## config.mk

```make
export PLATFORM = sky130hd
export DESIGN_NAME = exibe_sequencia
export DESIGN_NICKNAME = d
export VERILOG_FILES = /design/src/rtl/exibe_pkg.sv /design/src/rtl/exibe_sequencia_contador_tempo.sv /design/src/rtl/exibe_sequencia.sv
export SDC_FILE = /design/constraint.sdc
export NUM_CORES = 1
export LEC_CHECK = 0
export ABC_AREA = 1
export CORE_MARGIN = 2
export CORE_UTILIZATION = 51
export DETAILED_ROUTE_END_ITERATION = 6
export GPL_TIMING_DRIVEN = 0
export PLACE_DENSITY_LB_ADDON = 0.12
export RECOVER_POWER = 50
export SYNTH_ARGS = -nofsm -noshare
export SYNTH_HDL_FRONTEND = slang
export SYNTH_SLANG_ARGS = --single-unit
```

## constraint.sdc

```tcl
create_clock -name clock -period 1.8 [get_ports clock]
set_input_delay 0.18 -clock clock [delete_from_list [all_inputs] [get_ports clock]]
set_output_delay 0.18 -clock clock [all_outputs]
set_load 0.01 [all_outputs]
```

## src/rtl/exibe_pkg.sv

```systemverilog
// State codes shared by the sequence presenter and its debug display.
package exibe_pkg;
  localparam int ESTADO_W = 4;

  localparam logic [ESTADO_W-1:0] OCIOSO  = 4'd0;
  localparam logic [ESTADO_W-1:0] CARREGA = 4'd1;
  localparam logic [ESTADO_W-1:0] ACENDE  = 4'd2;
  localparam logic [ESTADO_W-1:0] APAGA   = 4'd3;
  localparam logic [ESTADO_W-1:0] PROXIMO = 4'd4;
  localparam logic [ESTADO_W-1:0] FIM     = 4'd5;

  function automatic int max_int(input int a, input int b);
    return (a > b) ? a : b;
  endfunction
endpackage

```

## src/rtl/exibe_sequencia_contador_tempo.sv

```systemverilog
// Up-counter for the lit/dark intervals; fim flags that the count reached the
// compare value chosen by the FSM, so the counter itself never wraps.
module contador_tempo #(
  parameter int MAX = 1000,
  parameter int W   = $clog2(MAX + 1)
) (
  input  logic         clock,
  input  logic         reset,
  input  logic         zera,
  input  logic         conta,
  input  logic [W-1:0] alvo,
  output logic         fim
);
  logic [W-1:0] r_cont;

  always_ff @(posedge clock) begin
    if (reset || zera) begin
      r_cont <= '0;
    end else if (conta) begin
      r_cont <= r_cont + W'(1);
    end
  end

  assign fim = (r_cont == alvo);
endmodule

```

## src/rtl/exibe_sequencia.sv

```systemverilog
// Presents the stored move sequence on the LEDs, address 0 up to limite.
// Optional `SEQ_PAUSA_EN adds a pausa input that freezes the lit/dark timing.
module exibe_sequencia
  import exibe_pkg::*;
#(
  parameter int DATA_W     = 4,
  parameter int ADDR_W     = 4,
  parameter int ON_CYCLES  = 1000,
  parameter int OFF_CYCLES = 500
) (
  input  logic                clock,
  input  logic                reset,
  input  logic                iniciar,
`ifdef SEQ_PAUSA_EN
  input  logic                pausa,
`endif
  input  logic [ADDR_W-1:0]   limite,
  output logic [ADDR_W-1:0]   mem_endereco,
  input  logic [DATA_W-1:0]   mem_dado,
  output logic [DATA_W-1:0]   leds,
  output logic                exibindo,
  output logic                pronto,
  output logic [ESTADO_W-1:0] db_estado
);
  localparam int TMAX = max_int(ON_CYCLES, OFF_CYCLES);
  localparam int TW   = $clog2(TMAX + 1);

  logic [ESTADO_W-1:0] r_estado;
  logic [ADDR_W-1:0]   r_endereco;
  logic [ADDR_W-1:0]   r_lim;
  logic [DATA_W-1:0]   r_dado;

  logic          w_pausa;
  logic          w_temporiza;
  logic          w_fim;
  logic          w_zera;
  logic          w_conta;
  logic [TW-1:0] w_alvo;

`ifdef SEQ_PAUSA_EN
  assign w_pausa = pausa;
`else
  assign w_pausa = 1'b0;
`endif

  // Timer only advances in the lit/dark states, and holds while paused.
  assign w_temporiza = ((r_estado == ACENDE) || (r_estado == APAGA)) && !w_pausa;
  assign w_alvo      = (r_estado == ACENDE) ? TW'(ON_CYCLES - 1) : TW'(OFF_CYCLES - 1);
  assign w_zera      = (r_estado == CARREGA) || (w_temporiza && w_fim);
  assign w_conta     = w_temporiza && !w_fim;

  contador_tempo #(
    .MAX (TMAX),
    .W   (TW)
  ) u_contador (
    .clock (clock),
    .reset (reset),
    .zera  (w_zera),
    .conta (w_conta),
    .alvo  (w_alvo),
    .fim   (w_fim)
  );

  always_ff @(posedge clock) begin
    if (reset) begin
      r_estado   <= OCIOSO;
      r_endereco <= '0;
      r_lim      <= '0;
      r_dado     <= '0;
    end else begin
      case (r_estado)
        OCIOSO: begin
          if (iniciar) begin
            r_lim      <= limite;
            r_endereco <= '0;
            r_estado   <= CARREGA;
          end
        end
        CARREGA: begin
          r_dado   <= mem_dado;
          r_estado <= ACENDE;
        end
        ACENDE: begin
          if (w_temporiza && w_fim) r_estado <= APAGA;
        end
        APAGA: begin
          // Stop on the last address so the increment never runs past lim.
          if (w_temporiza && w_fim) begin
            r_estado <= (r_endereco == r_lim) ? FIM : PROXIMO;
          end
        end
        PROXIMO: begin
          r_endereco <= r_endereco + ADDR_W'(1);
          r_estado   <= CARREGA;
        end
        FIM: begin
          r_endereco <= '0;
          r_estado   <= OCIOSO;
        end
        default: r_estado <= OCIOSO;
      endcase
    end
  end

  assign mem_endereco = r_endereco;
  assign leds         = (r_estado == ACENDE) ? r_dado : '0;
  assign exibindo     = (r_estado == CARREGA) || (r_estado == ACENDE) ||
                        (r_estado == APAGA)   || (r_estado == PROXIMO);
  assign pronto       = (r_estado == FIM);
  assign db_estado    = r_estado;
endmodule
```

# After elaboration in Yosys (flattened, before gate mapping)
# Cells that the tools add are included.
# word_totals
rom_bits	0
mem_bits_rw	0
regBits	26
input_bits	11
mem_count	0
latch_bits	0
# op_classes
bitwise	0
add_sub_neg	2
n_reduce_logical	14
mux	9
multipliers	0
n_div	0
n_eq_ne	10
n_lt_le_gt_ge	0
shifts	0
# op_table
op	count
two-way mux 4 bit	5
one-hot mux 4 bit (5 select lines)	1
one-hot mux 4 bit (3 select lines)	1
adder 10 x 1 -> 10 bit (second input constant)	1
equality test 10 bit	1
two-way mux 10 bit	1
equality test 4 x 2 -> 1 bit (second input constant)	2
equality test 4 x 3 -> 1 bit (second input constant)	2
logical OR 1 bit	6
adder 4 x 1 -> 4 bit (second input constant)	1
equality test 4 x 1 -> 1 bit (second input constant)	1
equality test 4 bit	1
zero test 4 bit	1
!= test 2 x 1 -> 1 bit (second input constant)	2
AND reduction 2 bit	2
AND reduction 3 bit	1
nonzero test 3 bit	1
logical AND 1 bit	2
!= test 2 bit (second input constant)	1
zero test 1 bit	1
two-way mux 1 bit	1

# Longest topological paths before layout
# depth
ltp_word	6
depth_mapped	10
ltp_nobuf	10

# Modules after synthesis
# From an unflattened synthesis, not the netlist that was laid out.
# hier_totals
cells_unflattened	226
hier_area_um2	1453.9
# by_module_without_submodules
mod	cells_each	area_each_um2	n_inst
exibe_sequencia	114	793.3	1
contador_tempo	112	660.6	1

# Least setup slack after synthesis
# Ideal clock, no wire load.
# synth_timing
path_kind	flip-flop to flip-flop
from	register r_estado[0], in the netlist db_estado[0]
to	register u_contador.r_cont[0]
path_stages_with_launch	9
setup_slack_ps	473
t_arrival_ps	1206
setup_time_ps	121
path_cell_list	dfxtp_1 inv_2 nand3_4 nand2_2 nand2_2 nand3_2 buf_2 nand3b_1 a21oi_1
# synth_via
elab_chain_cells	6
# synth_lines
item	line_no	text
start: declaration	exibe_sequencia.sv:28	logic [ESTADO_W-1:0] r_estado;
start signal: assignment	exibe_sequencia.sv:89	r_estado <= (r_endereco == r_lim) ? FIM : PROXIMO;
equality test 4 x 2 -> 1 bit	exibe_sequencia.sv:47, exibe_sequencia.sv:48	
two-way mux 10 bit	exibe_sequencia.sv:48	assign w_alvo = (r_estado == ACENDE) ? TW'(ON_CYCLES - 1) : TW'(OFF_CYCLES - 1);
equality test 10 bit	exibe_sequencia_contador_tempo.sv:24	assign fim = (r_cont == alvo);
logical AND 1 bit	exibe_sequencia.sv:49	assign w_zera = (r_estado == CARREGA) || (w_temporiza && w_fim);
logical OR 1 bit	exibe_sequencia.sv:49	
logical OR 1 bit	exibe_sequencia_contador_tempo.sv:17	if (reset || zera) begin
end signal: assignment	exibe_sequencia_contador_tempo.sv:20	r_cont <= r_cont + W'(1);
end: declaration	exibe_sequencia_contador_tempo.sv:14	logic [W-1:0] r_cont;
# Parallel ways exist; a longest one is shown, timed or not.
# A chain may end at the register's enable or synchronous reset.

# Worst setup path after layout
# layout_timing
from	register r_estado[1], in the netlist db_estado[1]
to	output port exibindo
# layout_via
elab_chain_cells	4
# layout_lines
item	line_no	text
equality test 4 x 1 -> 1 bit or equality test 4 x 2 -> 1 bit (tied branches)	exibe_sequencia.sv:107	assign exibindo = (r_estado == CARREGA) || (r_estado == ACENDE) ||
logical OR 1 bit (2 in series)	exibe_sequencia.sv:107	
logical OR 1 bit *	exibe_sequencia.sv:108	(r_estado == APAGA) || (r_estado == PROXIMO);
end: declaration	exibe_sequencia.sv:21	output logic exibindo,
# Every way passes the cells marked *; elsewhere a longest branch is shown, timed or not.

==> results_dict.tcl <==
set metrics [dict create \
    synth_fa_ha_area_share_pct 1.83 \
    grt_pass1_wl_um 5130 \
    cp_max_fo 8 \
    routed_wl_um 2980 \
    timing.rr.start "db_estado[1]" \
    setup-violations-final 0 \
    avgViaCountPerCell 5.33 \
    rows 18 \
    io_buffer_count 23 \
    syn_avg_cell_area_um2 6.94 \
    worstHoldPathType "reg -> reg" \
    slowest_delay_ns 0.34 \
    syn_inst 197 \
    synth-simple-area-share_pct 33.8 \
    cts_buffer_depth 2 \
    rsz0062_at_grt "false" \
    worst-path-stages 5 \
    drt_drc_violations_left 0 \
    die_h_um 55.8 \
    grt_pass1_vias 1213 \
    ys_ff_latch 25 \
    p_per_area_mw_per_mm2 1120 \
    dr.pass1.iters 4 \
    gp_congestion 0.799 \
    nets 238 \
    cts_buffers 3 \
    nFillCells 221 \
    antenna_left 0 \
    ys_warn_count 0 \
    finalSetupTns_ns 0 \
    synth_compound_area_share_pct 13.9 \
    drive_gt1_share_pct 10.3 \
    finClkSkew_ns 0.00482 \
    ctsHoldBuffers 0 \
    grt_antenna_before_repair 0 \
    ys_types 28 \
    grt.overflow.total 0 \
    synthToLayoutAreaGrowth_pct 21.0 \
    min_period_over_period_pct 92.4 \
    hpwlAfterDp_um 2180 \
    critical_path_buf_inv_count 2 \
    arrival_ns 1.48 \
    r2r-end "mem_endereco[2]" \
    die_w_um 55.8 \
    slowest_stage "dfxtp_1" \
    required_ns 1.62 \
    grt_max_degree 15 \
    startpoint_type "register" \
    cts_root_buffer "clkbuf_4" \
    rrSetupSlack_ns 0.26 \
    cts.sinks 25 \
    synth_xor_area_share_pct 3.20 \
    fin_ws_ns 0.137 \
    muxShareOfSynthArea_pct 0 \
    power_leakage_nw 0.685 \
    criticalPathCategory "reg -> out" \
    die-area_mm2 0.00311 \
    cp_cell_sequence "buf_6 -> nor2_1 -> nand2_1 -> nand4_1 -> dlygate4sd2_1" \
    reg2reg_depth 6 \
    antenna_cells 0 \
    tritoncts "done" \
    p_total_w 0.00185 \
    critPathCapture "exibindo" \
    core_area_mm2 0.00250 \
    insertion_delay_ns 0.33 \
    synth_top_family_by_area "simple AND/OR/NAND/NOR gates" \
    clk_pin_slew_ns 0.14 \
    fin_util_pct 66.2 \
    hold_viol_final 0 \
    status "complete, no violations" \
    via_count 1355 \
    maxCapViolations 0 \
    worstSetupStartpoint "db_estado[1]" \
    synthesis.area_mm2 0.00137 \
    layout_min_cycle_time_ns 1.66 \
    htreeDepth 1 \
    peakVddDrop_v 0.000765 \
    end_kind "output pin" \
    first_iter_violations 33 \
    grt_usage_pct 20.1 \
    syn_nets 210 \
    fin_hold_ws_ns 0.470 \
    yosysSeqAreaShare_pct 36.6 \
    slew_viol_final 0 \
    post_drt_wl_per_cell_um 11.7 \
    ioPinCount 25 \
    crit_family "simple AND/OR/NAND/NOR gates" \
    fmax_mhz 601 \
    dp_slack_ns 0.0385 \
    start_util_pct 54.7 \
]
==> timing repair <==
action / in CTS / in global routing
resized for setup: 8 / 3
buffers inserted: 1 / 0
endpoints found under the setup margin: 6 / 1
==> cell families (layout without fill, tap and decap cells) <==
family,Yosys count,in the layout
simple gates,96,96
flops,25,25
buf+inv,32,59
xor+xnor,5,5
fa+ha+maj,2,2
other cells,1,1
compound gates,36,36
==> report_power, final <==
part / total, W / internal, W / switching [W]
sequential: 0.000744 / 0.000668 / 0.0000764
clock: 0.000267 / 0.0000836 / 0.000183
combinational: 0.000836 / 0.000329 / 0.000507
total: 0.00185 / 0.00108 / 0.000767
==> how the worst min path moves through the flow <==
stage	startpoint	end	slack [ns]	cells after the start
2_1_floorplan	reset	mem_endereco[0]	0.25	1
3_3_place_gp	r_dado[3]	r_dado[3]	0.44	2
3_5_place_dp	r_dado[0]	r_dado[0]	0.46	2
4_1_cts	limite[0]	r_lim[0]	0.47	3
5_1_grt	mem_dado[3]	r_dado[3]	0.49	3
6_report	r_dado[0]	r_dado[0]	0.47	2
==> metal layers <==
| layer | track usage (%) | wire length (um) | up-vias |
|---|---|---|---|
| li1 | - | - | 701 |
| met5 | 0 | 0 | - |
| met3 | 2.79 | 156 | 5 |
| met4 | 6.27 | 45 | 0 |
| met2 | 35.0 | 1420 | 39 |
| met1 | 25.5 | 1360 | 610 |
==> cell usage in the layout (no fill, tap or decap) <==
| master | count |
|---|---|
| dfxtp_2 | 1 |
| dfxtp_4 | 1 |
| o21bai_2 | 1 |
| xor2_1 | 5 |
| nor2_1 | 15 |
| a31oi_1 | 1 |
| nor3b_1 | 2 |
| nand3_1 | 18 |
| nand3_4 | 1 |
| nand2_4 | 1 |
| nor3_1 | 3 |
| clkinv_2 | 1 |
| nand3b_1 | 3 |
| inv_2 | 3 |
| nand2_1 | 44 |
| clkdlybuf4s50_1 | 12 |
| dfxtp_1 | 23 |
| nor3_2 | 1 |
| nand2_2 | 2 |
| inv_1 | 21 |
| buf_4 | 2 |
| o21ai_0 | 11 |
| ha_1 | 2 |
| buf_6 | 2 |
| dlygate4sd3_1 | 5 |
| conb_1 | 1 |
| clkbuf_4 | 3 |
| nand4_1 | 5 |
| a211oi_1 | 1 |
| dlygate4sd2_1 | 5 |
| buf_2 | 3 |
| clkbuf_1 | 2 |
| a21oi_1 | 22 |
| nand3_2 | 1 |
==> per-stage QoR <==
stage	cell area [um2]	cells
finish	1650	254
global placement	1640	250
detailed placement	1640	250
global route	1650	254
CTS	1660	254
floorplan	1370	197
==> tightest hold or removal path, stage by stage (launching register included) <==
cell and delay, ns:
dfxtp_1 0.32, inv_1 0.06, a21oi_1 0.06
==> Yosys cell counts <==
library cell	count	share of area [%]
nor3b_1	2	1.1
dfxtp_1	25	37
o21ai_1	1	0.37
a211oi_1	1	0.55
buf_2	3	1.1
a31oi_1	1	0.46
nand3_2	2	1.5
nand3b_1	3	1.6
nand3_4	1	1.3
nand2_4	1	0.82
nor3_1	3	1.1
nor3_2	1	0.73
buf_4	1	0.55
ha_1	2	1.8
nand2_2	2	0.91
a21oi_1	22	8.1
o21ai_0	10	3.7
nor2_1	15	4.1
nand2_1	44	12
buf_6	2	1.6
xor2_1	5	3.2
nand4_1	5	2.3
conb_1	1	0.27
nand3_1	17	6.2
o21bai_2	1	0.82
inv_2	2	0.55
clkbuf_1	2	0.55
inv_1	22	6.0
==> state kept, by name (all words and copies together) (netlist names) <==
signal,cells
r_lim,4
r_dado,4
u_contador.r_cont,10
db_estado,3
mem_endereco,4
==> layout make-up <==
type                            instances  area, um2  area share [%]
Sequential cell                        25        505            30.6
Clock buffer                            3       22.5            1.36
Clock inverter                          1       5.00           0.303
Inverter                               24       90.1            5.45
Tap cell                               30       37.5            2.27
Buffer                                  7       48.8            2.95
Multi-Input combinational cell        140        719            43.5
Timing Repair Buffer                   24        225            13.6
Power figures use the tool's default switching activity.
